[src/rtl/spi_master_out.sv]
// ---------------------------------------------------------------------------
// spi_master_out
//   Output-only SPI master feeding the spi_slave_in receiver. A BITS-wide word
//   goes out MSB first on cs/sck/mosi. mosi carries the inverted data bit,
//   because the receiver shifts in !mosi on each falling SCK edge.
//
//   Frame: IDLE -> LEAD -> (HIGH -> LOW) x BITS -> TAIL -> IDLE. Each of LEAD,
//   HIGH, LOW and TAIL lasts CLKDIV clk cycles, so cs is low for
//   CLKDIV*(2*BITS+2) cycles. Every output is registered.
//
// Parameters
//   BITS     word length in bits (>= 2)
//   CLKDIV   clk cycles per SCK half-period (>= 3)
//
// Ports
//   clk      system clock, posedge
//   reset_n  synchronous reset, active low
//   start    transfer request, taken when ready=1
//   data_in  word to send, sampled in the accept cycle
//   ready    start will be accepted this cycle
//   busy     frame in progress
//   done     one-cycle pulse as cs returns high
//   cs       chip select, active low
//   sck      serial clock, idle low
//   mosi     inverted data bit, MSB first
//
// Build option
//   SPI_TX_HOLD_EN  adds a one-entry holding register. ready = !hold_valid.
//                   A start while busy is parked in the register and goes out
//                   one cycle after the current frame's done.
// ---------------------------------------------------------------------------
module spi_master_out #(
  parameter int unsigned BITS   = 32,
  parameter int unsigned CLKDIV = 4
) (
  input  logic            clk,
  input  logic            reset_n,
  input  logic            start,
  input  logic [BITS-1:0] data_in,
  output logic            ready,
  output logic            busy,
  output logic            done,
  output logic            cs,
  output logic            sck,
  output logic            mosi
);

  localparam int unsigned CW = $clog2(BITS);
  localparam int unsigned DW = $clog2(CLKDIV);
  localparam logic [CW-1:0] CNT_LAST = CW'(BITS - 1);
  localparam logic [DW-1:0] DIV_LAST = DW'(CLKDIV - 1);

  typedef enum logic [2:0] {
    S_IDLE,
    S_LEAD,
    S_HIGH,
    S_LOW,
    S_TAIL
  } state_t;

  state_t          state_q;
  logic [BITS-1:0] shreg_q;
  logic [CW-1:0]   cnt_q;
  logic [DW-1:0]   div_q;
  logic            ready_q;
  logic            busy_q;
  logic            done_q;
  logic            cs_q;
  logic            sck_q;
  logic            mosi_q;
  logic            div_last_d;
  logic            cnt_last_d;

`ifdef SPI_TX_HOLD_EN
  logic [BITS-1:0] hold_q;
  logic            hold_valid_q;
`endif

  always_comb begin
    div_last_d = (div_q == DIV_LAST);
    cnt_last_d = (cnt_q == CNT_LAST);
  end

  always_ff @(posedge clk) begin
    if (!reset_n) begin
      state_q <= S_IDLE;
      shreg_q <= '0;
      cnt_q   <= '0;
      div_q   <= '0;
      ready_q <= 1'b1;
      busy_q  <= 1'b0;
      done_q  <= 1'b0;
      cs_q    <= 1'b1;
      sck_q   <= 1'b0;
      mosi_q  <= 1'b0;
`ifdef SPI_TX_HOLD_EN
      hold_q       <= '0;
      hold_valid_q <= 1'b0;
`endif
    end else begin
      done_q <= 1'b0;
      // The divider runs through every non-idle phase and wraps on the phase boundary.
      if (state_q != S_IDLE) begin
        div_q <= div_last_d ? '0 : div_q + 1'b1;
      end

      case (state_q)
        S_IDLE: begin
`ifdef SPI_TX_HOLD_EN
          // A parked word takes priority and starts straight from IDLE.
          if (hold_valid_q) begin
            state_q      <= S_LEAD;
            shreg_q      <= hold_q;
            cnt_q        <= '0;
            div_q        <= '0;
            cs_q         <= 1'b0;
            busy_q       <= 1'b1;
            hold_valid_q <= 1'b0;
            ready_q      <= 1'b1;
          end else if (start && ready_q) begin
            state_q <= S_LEAD;
            shreg_q <= data_in;
            cnt_q   <= '0;
            div_q   <= '0;
            cs_q    <= 1'b0;
            busy_q  <= 1'b1;
          end
`else
          if (start && ready_q) begin
            state_q <= S_LEAD;
            shreg_q <= data_in;
            cnt_q   <= '0;
            div_q   <= '0;
            cs_q    <= 1'b0;
            busy_q  <= 1'b1;
            ready_q <= 1'b0;
          end
`endif
        end

        S_LEAD: begin
          if (div_last_d) begin
            state_q <= S_HIGH;
            sck_q   <= 1'b1;
            mosi_q  <= ~shreg_q[BITS-1];
          end
        end

        S_HIGH: begin
          if (div_last_d) begin
            state_q <= S_LOW;
            sck_q   <= 1'b0;
          end
        end

        S_LOW: begin
          if (div_last_d) begin
            if (cnt_last_d) begin
              state_q <= S_TAIL;
            end else begin
              // mosi is taken from the bit that becomes the MSB after this shift.
              state_q <= S_HIGH;
              shreg_q <= {shreg_q[BITS-2:0], 1'b0};
              cnt_q   <= cnt_q + 1'b1;
              sck_q   <= 1'b1;
              mosi_q  <= ~shreg_q[BITS-2];
            end
          end
        end

        S_TAIL: begin
          if (div_last_d) begin
            state_q <= S_IDLE;
            cs_q    <= 1'b1;
            sck_q   <= 1'b0;
            mosi_q  <= 1'b0;
            busy_q  <= 1'b0;
            done_q  <= 1'b1;
`ifndef SPI_TX_HOLD_EN
            ready_q <= 1'b1;
`endif
          end
        end

        default: begin
          state_q <= S_IDLE;
        end
      endcase

`ifdef SPI_TX_HOLD_EN
      if (start && ready_q && (state_q != S_IDLE)) begin
        hold_q       <= data_in;
        hold_valid_q <= 1'b1;
        ready_q      <= 1'b0;
      end
`endif
    end
  end

  assign ready = ready_q;
  assign busy  = busy_q;
  assign done  = done_q;
  assign cs    = cs_q;
  assign sck   = sck_q;
  assign mosi  = mosi_q;

endmodule

[config.mk]
export PLATFORM = sky130hd
export DESIGN_NAME = spi_master_out
export DESIGN_NICKNAME = d
export VERILOG_FILES = /design/src/rtl/spi_master_out.sv
export SDC_FILE = /design/constraint.sdc
export NUM_CORES = 1
export LEC_CHECK = 0
export CAP_MARGIN = 20
export CORE_MARGIN = 5
export CORE_UTILIZATION = 51
export CTS_CLUSTER_DIAMETER = 120
export CTS_CLUSTER_SIZE = 14
export DETAILED_ROUTE_END_ITERATION = 16
export GPL_ROUTABILITY_DRIVEN = 1
export PLACE_DENSITY = 0.76
export SLEW_MARGIN = 20
export SYNTH_ARGS = -nofsm -noshare
export SYNTH_HDL_FRONTEND = slang
export SYNTH_SLANG_ARGS = --single-unit
[constraint.sdc]
create_clock -name clk -period 2 [get_ports clk]
set_input_delay 0.4 -clock clk [delete_from_list [all_inputs] [get_ports clk]]
set_output_delay 0.4 -clock clk [all_outputs]
set_load 0.02 [all_outputs]
==> metrics.log, run 1 <==
[metrics] total number of vias: 1972
[metrics] wire length per cell: 13.9 um
[metrics] slew of the pin with the lowest slew margin: 510 ps
[metrics] synthesized-area fraction occupied by xor and xnor cells: 0%
[metrics] Placement Cell Area: 2640 sq um
[metrics] P_sw: 515 uW
[metrics] status: finished clean
[metrics] count of state elements after synthesis: 47
[metrics] GRT Resource Usage Total: 17.9%
[metrics] Critical Path Start Type: flip-flop
[metrics] number of antenna violations at the first check in global routing: 0
[metrics] count of final hold-check violations: 0
[metrics] switching share of total power: 26.6%
[metrics] synthesized-area fraction occupied by adder cells: 1.73%
[metrics] largest vdd supply drop: 0.492 mV
[metrics] clk sink count: 47
[metrics] family with the most delay on the worst path: compound AO/OA/AOI/OAI gates
[metrics] Synth area leaders: dfxtp_1 (43%), nand2_1 (13%), a311oi_1 (8.9%), a311oi_2 (6.9%), nor2_1 (6.7%)
[metrics] Critical R2R Capture: shreg_q[6]
[metrics] smallest hold slack: 458 ps
[metrics] Final Cycle Share: 93.3%
[metrics] Seq/Total Area, Yosys: 43.2%
[metrics] post-synthesis cell area: 2180 sq um
[metrics] post-synthesis compound-gate area fraction: 22.9%
[metrics] slowest CP cell: dfxtp_1
[metrics] Endpoint, Worst Hold: busy
[metrics] post-layout minimum cycle time: 1870 ps
[metrics] Fmax: 536 MHz
[metrics] Worst setup EP type: flip-flop
[metrics] dominant combinational cell family by area after synthesis: simple AND/OR/NAND/NOR gates
[metrics] sum of overflow across all layers after global routing: 0
[metrics] cell internal pwr: 1.42 mW
[metrics] final setup violation count: 0
[metrics] I/O pins: 41
[metrics] HP Start: busy
[metrics] Port Buffers: 40
[metrics] mean area per synthesized cell: 8.03 sq um
[metrics] number of enable flip-flop cells after synthesis: 0
[metrics] top flip-flop cell by instance count after synthesis: dfxtp_1
[metrics] Cell Rows: 23
[metrics] Comb power frac: 17.4%
[metrics] crit path kind: flip-flop to flip-flop
[metrics] cell breakdown of the critical path: ha_1 -> and3_1 -> ha_4 -> o22ai_4 -> buf_12 -> nor2_1 -> a311oi_1
[metrics] number of antenna repair diodes: 0
[metrics] worst setup skew after layout: 7.57 ps
[metrics] post-DP HPWL: 3280 um
[metrics] Synth-to-Final Area Change: 27.9%
[metrics] area fraction of the dominant cell type after synthesis: 43.2%
[metrics] clock power share: 28.6%
[metrics] setup repair after global routing missed its margin: no
[metrics] starting utilization of the core area: 53.6%
[metrics] post-route DRC violation count: 0
[metrics] area of all sequential standard cells: 941 sq um
[metrics] Crit path buffers/inverters: 1
[metrics] multi-input gate area in the final layout: 1120 sq um
[metrics] max-cap viol count: 0
[metrics] Root Driver: clkbuf_8
[metrics] WL final: 5010 um
[metrics] NumNets Final: 347
[metrics] maximum cell stage delay along the critical path: 340 ps
[metrics] clock insertion delay at the later pin of the skew report: 300 ps
[metrics] Synth Net Count: 309
[metrics] classification of the worst-slack hold path: flip-flop to flip-flop
[metrics] number of slew-limit violations in the final report: 0
[metrics] slew margin rel.: 65.8%
[metrics] Synth Area in Simple Gates: 26.1%
[metrics] CTS tree: done
[metrics] cell type contributing the most total cell area after synthesis: dfxtp_1
[metrics] number of DRC violations after detailed-routing iteration 0: 174
[metrics] number of global-route vias before repair: 1733
[metrics] standby leakage power: 1.04 nW
[metrics] Die Outline Area: 5670 sq um
[metrics] Placeable Area: 4060 sq um
[metrics] Design Power: 1.94 mW
[metrics] sequential share of power: 54.1%
[metrics] first-pass GRT wire length: 7910 um
[metrics] number of cell instances on the worst register-to-register path: 7
[metrics] cell with the most instances after synthesis: nand2_1
[metrics] horizontal extent of the die: 75.3 um
[metrics] average via count per standard cell: 5.48
[metrics] R2R Setup Slk: 130 ps
[metrics] total power divided by cell area: 697 nW/um^2
[metrics] first-pass iteration count of the detailed router: 4
[metrics] Post-DRT Antenna Nets: 0
[metrics] clock buffer count from CTS: 5
[metrics] proportion of synthesized flip-flops having asynchronous set or reset: 0%
[metrics] Hold Path Stages: 2
[metrics] buffers from clock root to sink, at most: 2
[metrics] total of warnings raised by yosys: 0
[metrics] count of unique library cells instantiated by Yosys: 31
[metrics] clock transition at the registers of the reported paths: 90 ps
[metrics] count of filler cells inserted in the layout: 337
[metrics] synth cell count leaders: nand2_1 (76), dfxtp_1 (47), nor2_1 (39)
[metrics] data required time at the worst endpoint: 2200 ps
[metrics] Mapped Cells: 271
[metrics] fraction of layout instances using a drive strength above 1: 11.6%
[metrics] largest net degree at the start of global routing: 52
[metrics] Die Y: 75.3 um
[metrics] gp weighted congestion: 0.833
[metrics] CTS H-Tree Depth: 2
[metrics] mux contribution to synthesized area: 0%
[metrics] CP Max Fanout: 26
[metrics] WP data arrival: 2070 ps
[metrics] beginning of the worst register-to-register path: cnt_q[0]
[metrics] area of all placed cells without fillers: 2780 sq um
[metrics] Fin Setup TNS: 0 ps
-- how the worst max path moves through the flow --
stage                             end  depth (start not counted)  slack (ps)     start
final                      shreg_q[6]                          7         130  cnt_q[0]
after CTS                  shreg_q[6]                          7          20  cnt_q[0]
after floorplan           shreg_q[16]                          9         220  cnt_q[0]
after global routing      shreg_q[11]                          7          30  cnt_q[0]
after detailed placement  shreg_q[11]                          7          80  cnt_q[0]
after global placement    shreg_q[13]                          7         120  cnt_q[0]
-- cell families (layout without fill, tap and decap cells) --
family,count (synthesis),count (layout)
simple gates,138,138
fa+ha+maj,3,3
flops,47,47
compound gates,56,56
buf+inv,27,66
-- repair_timing --
item / 4_1_cts / 5_1_grt
buffers inserted: 0 / 1
resized for setup: 0 / 3
setup endpoints to repair: 0 / 32
hold buffers: 0 / 0
-- per-layer routing --
metal	part of all wire (%)	routed length [um]	vias to the layer above	GRT usage (%)
li1	-	-	1024	-
met1	46	2290	898	23.7
met2	48	2400	44	28.9
met3	5.2	262	6	4.49
met4	1.2	60	0	5.83
met5	0	0	-	0
-- cell usage in the layout (no fill, tap or decap) --
cell,instances
o21a_1,1
o22ai_4,1
nand3b_1,2
or3_4,1
clkinv_1,1
clkbuf_8,5
nor2b_1,1
ha_1,2
a21oi_1,9
buf_4,11
clkdlybuf4s50_1,40
dfxtp_1,47
buf_6,1
clkinv_2,3
a211oi_1,1
o22a_1,1
and3_1,3
nand2_1,76
o21ai_0,5
a32o_1,2
nor2_1,39
a31oi_1,1
ha_4,1
buf_12,2
a2111oi_0,1
nand4b_1,1
a21boi_0,1
a22oi_1,1
nor4_1,1
clkbuf_16,1
a311oi_2,10
inv_1,2
a311oi_1,22
nand3_1,7
nor3_1,7
-- layout make-up --
cell class	instances	area share, %
inverter	3	0.405
multi-input combinational	197	40.4
timing repair buffer	55	20.1
clock inverter	3	0.540
tap	50	2.25
clock buffer	5	2.47
sequential	47	33.8
-- registers in the layout, indices dropped and copies added (netlist names) --
register  flops
shreg_q      32
cnt_q         5
state_q       3
div_q         2
busy          1
cs            1
done          1
mosi          1
sck           1
-- per-stage QoR --
stage | worst slack, ps | util (%) | instances
2_1_floorplan | 220 | - | 271
3_3_place_gp | 117 | 65.0 | 350
3_5_place_dp | 79.5 | 65.0 | 350
4_1_cts | 24.6 | 67.1 | 358
5_1_grt | 25.0 | 68.6 | 360
6_report | 133 | 68.6 | 360
-- tightest hold or removal path: stages (launching register included) --
cell	delay, ps
dfxtp_1	310
nand2_1	50
a21oi_1	50
-- power groups by stage --
stage / registers [mW] / clock network, mW / logic, mW
after floorplan: 1.06 / 0 / 0.199
after global placement: 1.07 / 0 / 0.303
after detailed placement: 1.07 / 0 / 0.311
after CTS: 1.05 / 0.566 / 0.314
after global routing: 1.06 / 0.619 / 0.370
final: 1.05 / 0.554 / 0.337
Power figures use the tool's default switching activity.
==> run 2, diff against run 1 <==
--- a/config.mk
+++ b/config.mk
@@ -12,6 +12,7 @@
 export CTS_CLUSTER_SIZE = 14
 export DETAILED_ROUTE_END_ITERATION = 16
 export GPL_ROUTABILITY_DRIVEN = 1
+export GPL_TIMING_DRIVEN = 0
 export PLACE_DENSITY = 0.76
 export SLEW_MARGIN = 20
 export SYNTH_ARGS = -nofsm -noshare
==> run 2 against run 1 <==
  * Sequential power hardly changed
  * Clock skew shrank 1.7 ps
  * Maximum frequency decreased by 1.3%
  * Combinational power fell by 4%
  * Cell count increased by 2.5%
  * Register-to-register slack got worse by 20 ps
  * Setup slack got worse by 24 ps
  * Routed wire length fell by 0.70%
  * First-iteration DRC count down 25%
  * Utilization fell by 0.25 points
  * Count of clock-buffer cells in the layout grew 1
  * Critical path type unchanged
==> metrics.log, run 2 (synthesized netlist as in run 1, its figures left out) <==
[metrics] first-pass GRT wire length: 8420 um (+6.4%)
[metrics] number of antenna violations at the first check in global routing: 0 (unchanged)
[metrics] crit path kind: flip-flop to flip-flop
[metrics] post-route insts no fill: 369 (+2.5%)
[metrics] final setup violation count: 0 (unchanged)
[metrics] WL final: 4980 um (-0.70%)
[metrics] buffers from clock root to sink, at most: 2 (unchanged)
[metrics] Crit path buffers/inverters: 2 (+1)
[metrics] setup repair after global routing missed its margin: no
[metrics] core occupancy in the finished layout: 68.3% (-0.25 points)
[metrics] Critical Path Start Type: flip-flop
[metrics] Cell Rows: 23 (unchanged)
[metrics] Placeable Area: 4060 sq um (unchanged)
[metrics] sum of overflow across all layers after global routing: 0 (unchanged)
[metrics] post-layout minimum cycle time: 1890 ps (+23.9 ps)
[metrics] Root Driver: clkbuf_8
[metrics] data required time at the worst endpoint: 2160 ps (-40 ps)
[metrics] hold bufs inserted after CTS: 0 (unchanged)
[metrics] standby leakage power: 1.04 nW (about the same)
[metrics] post-DP HPWL: 3500 um (+6.7%)
[metrics] worst path setup slack after routing: 109 ps (-23.9 ps)
[metrics] slowest CP cell: dfxtp_1
[metrics] CTS H-Tree Depth: 2 (unchanged)
[metrics] slew margin rel.: 60.1% (-5.6 points)
[metrics] cell breakdown of the critical path: ha_1 -> and3_1 -> ha_4 -> o22ai_2 -> buf_6 -> buf_2 -> a311oi_2
[metrics] Fin Setup TNS: 0 ps (unchanged)
[metrics] total power divided by cell area: 754 nW/um^2 (+8.2%)
[metrics] Inst Count DP: 361 (+3.1%)
[metrics] I/O pins: 41 (unchanged)
[metrics] GRT Resource Usage Total: 18.8% (+0.85 points)
[metrics] beginning of the worst register-to-register path: cnt_q[0]
[metrics] Fmax: 529 MHz (-1.3%)
[metrics] Final Cycle Share: 94.5% (+1.2 points)
[metrics] maximum cell stage delay along the critical path: 350 ps (about the same)
[metrics] gp weighted congestion: 0.848 (+1.9%)
[metrics] count of final hold-check violations: 0 (unchanged)
[metrics] leading cell type in the layout, fill and taps excluded: nand2_1
[metrics] largest vdd supply drop: 0.512 mV (+4.1%)
[metrics] Die Outline Area: 5670 sq um (unchanged)
[metrics] status: finished clean
[metrics] horizontal extent of the die: 75.3 um (unchanged)
[metrics] number of slew-limit violations in the final report: 0 (unchanged)
[metrics] number of antenna repair diodes: 0 (unchanged)
[metrics] Synth-to-Final Area Change: 27.4%
[metrics] WP data arrival: 2050 ps (-20 ps)
[metrics] worst setup skew after layout: 5.86 ps (-1.71 ps)
[metrics] Design Power: 2.09 mW (+7.8%)
[metrics] Post-Place Worst Slack: -60.2 ps (-140 ps)
[metrics] largest net degree at the start of global routing: 15 (-71%)
[metrics] CP Max Fanout: 10 (-62%)
[metrics] number of global-route vias before repair: 1874 (+8.1%)
[metrics] Die Y: 75.3 um (unchanged)
[metrics] clk sink count: 47 (unchanged)
[metrics] HP Start: shreg_q[0]
[metrics] most used cells in the layout excluding fill and tap cells: nand2_1 (76), dfxtp_1 (47), clkdlybuf4s50_1 (40)
[metrics] number of DRC violations after detailed-routing iteration 0: 131 (-25%)
[metrics] classification of the worst-slack hold path: flip-flop to flip-flop
[metrics] fraction of layout instances using a drive strength above 1: 10.3% (-1.3 points)
[metrics] family with the most delay on the worst path: buffers and inverters
[metrics] average via count per standard cell: 5.55 (+1.3%)
[metrics] Worst setup EP type: flip-flop
[metrics] Post-DRT Antenna Nets: 0 (unchanged)
[metrics] Top Registers: shreg_q: 32 flops, cnt_q: 5 flops, state_q: 3 flops
[metrics] total number of vias: 2047 (+3.8%)
[metrics] clock buffer count from CTS: 5 (unchanged)
[metrics] wire length per cell: 13.5 um (-3.1%)
[metrics] NumNets Final: 356 (+2.6%)
[metrics] startpoint of the worst setup timing path: cnt_q[0]
[metrics] starting utilization of the core area: 53.6% (unchanged)
[metrics] clock transition at the registers of the reported paths: 90 ps (about the same)
[metrics] most flop-heavy register: shreg_q
[metrics] Port Buffers: 40 (unchanged)
[metrics] number of flip-flops under the largest register name: 32 (unchanged)
[metrics] clock insertion delay at the later pin of the skew report: 300 ps (about the same)
[metrics] slew of the pin with the lowest slew margin: 598 ps (+88.6 ps)
[metrics] first-pass iteration count of the detailed router: 5 (+1)
[metrics] post-route DRC violation count: 0 (unchanged)
[metrics] CTS tree: done
[metrics] max-cap viol count: 0 (unchanged)
==> run 2: cell count changes in the layout (fill, tap and decap cells not counted), sizes merged <==
cell,previous run,this run
buf,14,12
bufinv,0,1
clkbuf,6,18
clkinv,4,2
==> run 2: layout make-up <==
class	instances	area [sq um]
Buffer	23	115
Clock buffer	6	82.6
Clock inverter	2	35.0
Fill cell	359	1280
Inverter	3	11.3
Multi-Input combinational cell	197	1120
Sequential cell	47	941
Tap cell	50	62.6
Timing Repair Buffer	41	408
==> run 2: tightest hold or removal path, stage by stage, from the launching register on <==
cell	delay (ps)
dfxtp_1	320
nand2_1	50
a21oi_1	50
==> run 2: where the power goes <==
group          switching [mW]  leakage (nW)  total [mW]  internal (mW)
clock                   0.318        0.0612       0.722          0.405
sequential             0.0385         0.386        1.04           1.01
combinational           0.159         0.591       0.323          0.164
total                   0.515          1.04        2.09           1.57
==> run 2: per-layer routing <==
layer | vias up | GRT usage, % | wire length (um)
li1 | 1046 | - | -
met1 | 939 | 25.0 | 2360
met2 | 56 | 30.0 | 2280
met3 | 6 | 5.28 | 283
met4 | 0 | 5.24 | 49
met5 | - | 0 | 0
==> run 2: worst paths after layout <==
path	slack, ps	depth (start not counted)	to
setup reg to reg	110	7	shreg_q[20]
hold / removal	460	2	shreg_q[0]
hold reg to reg	460	2	shreg_q[0]
setup / recovery	110	7	shreg_q[20]
==> run 2: per-stage QoR <==
step           hold WS [ps]  cell area, sq um
3_5_place_dp            452              2640
6_report                464              2770
2_1_floorplan           432              2180
3_3_place_gp            443              2640
5_1_grt                 495              2770
4_1_cts                 464              2750
==> run 2: what timing repair did <==
item | in CTS | in global routing
pin swaps | 0 | 2
endpoints found under the setup margin | 30 | 35
buffers inserted | 0 | 1
cloned | 0 | 0
resized for setup | 0 | 2
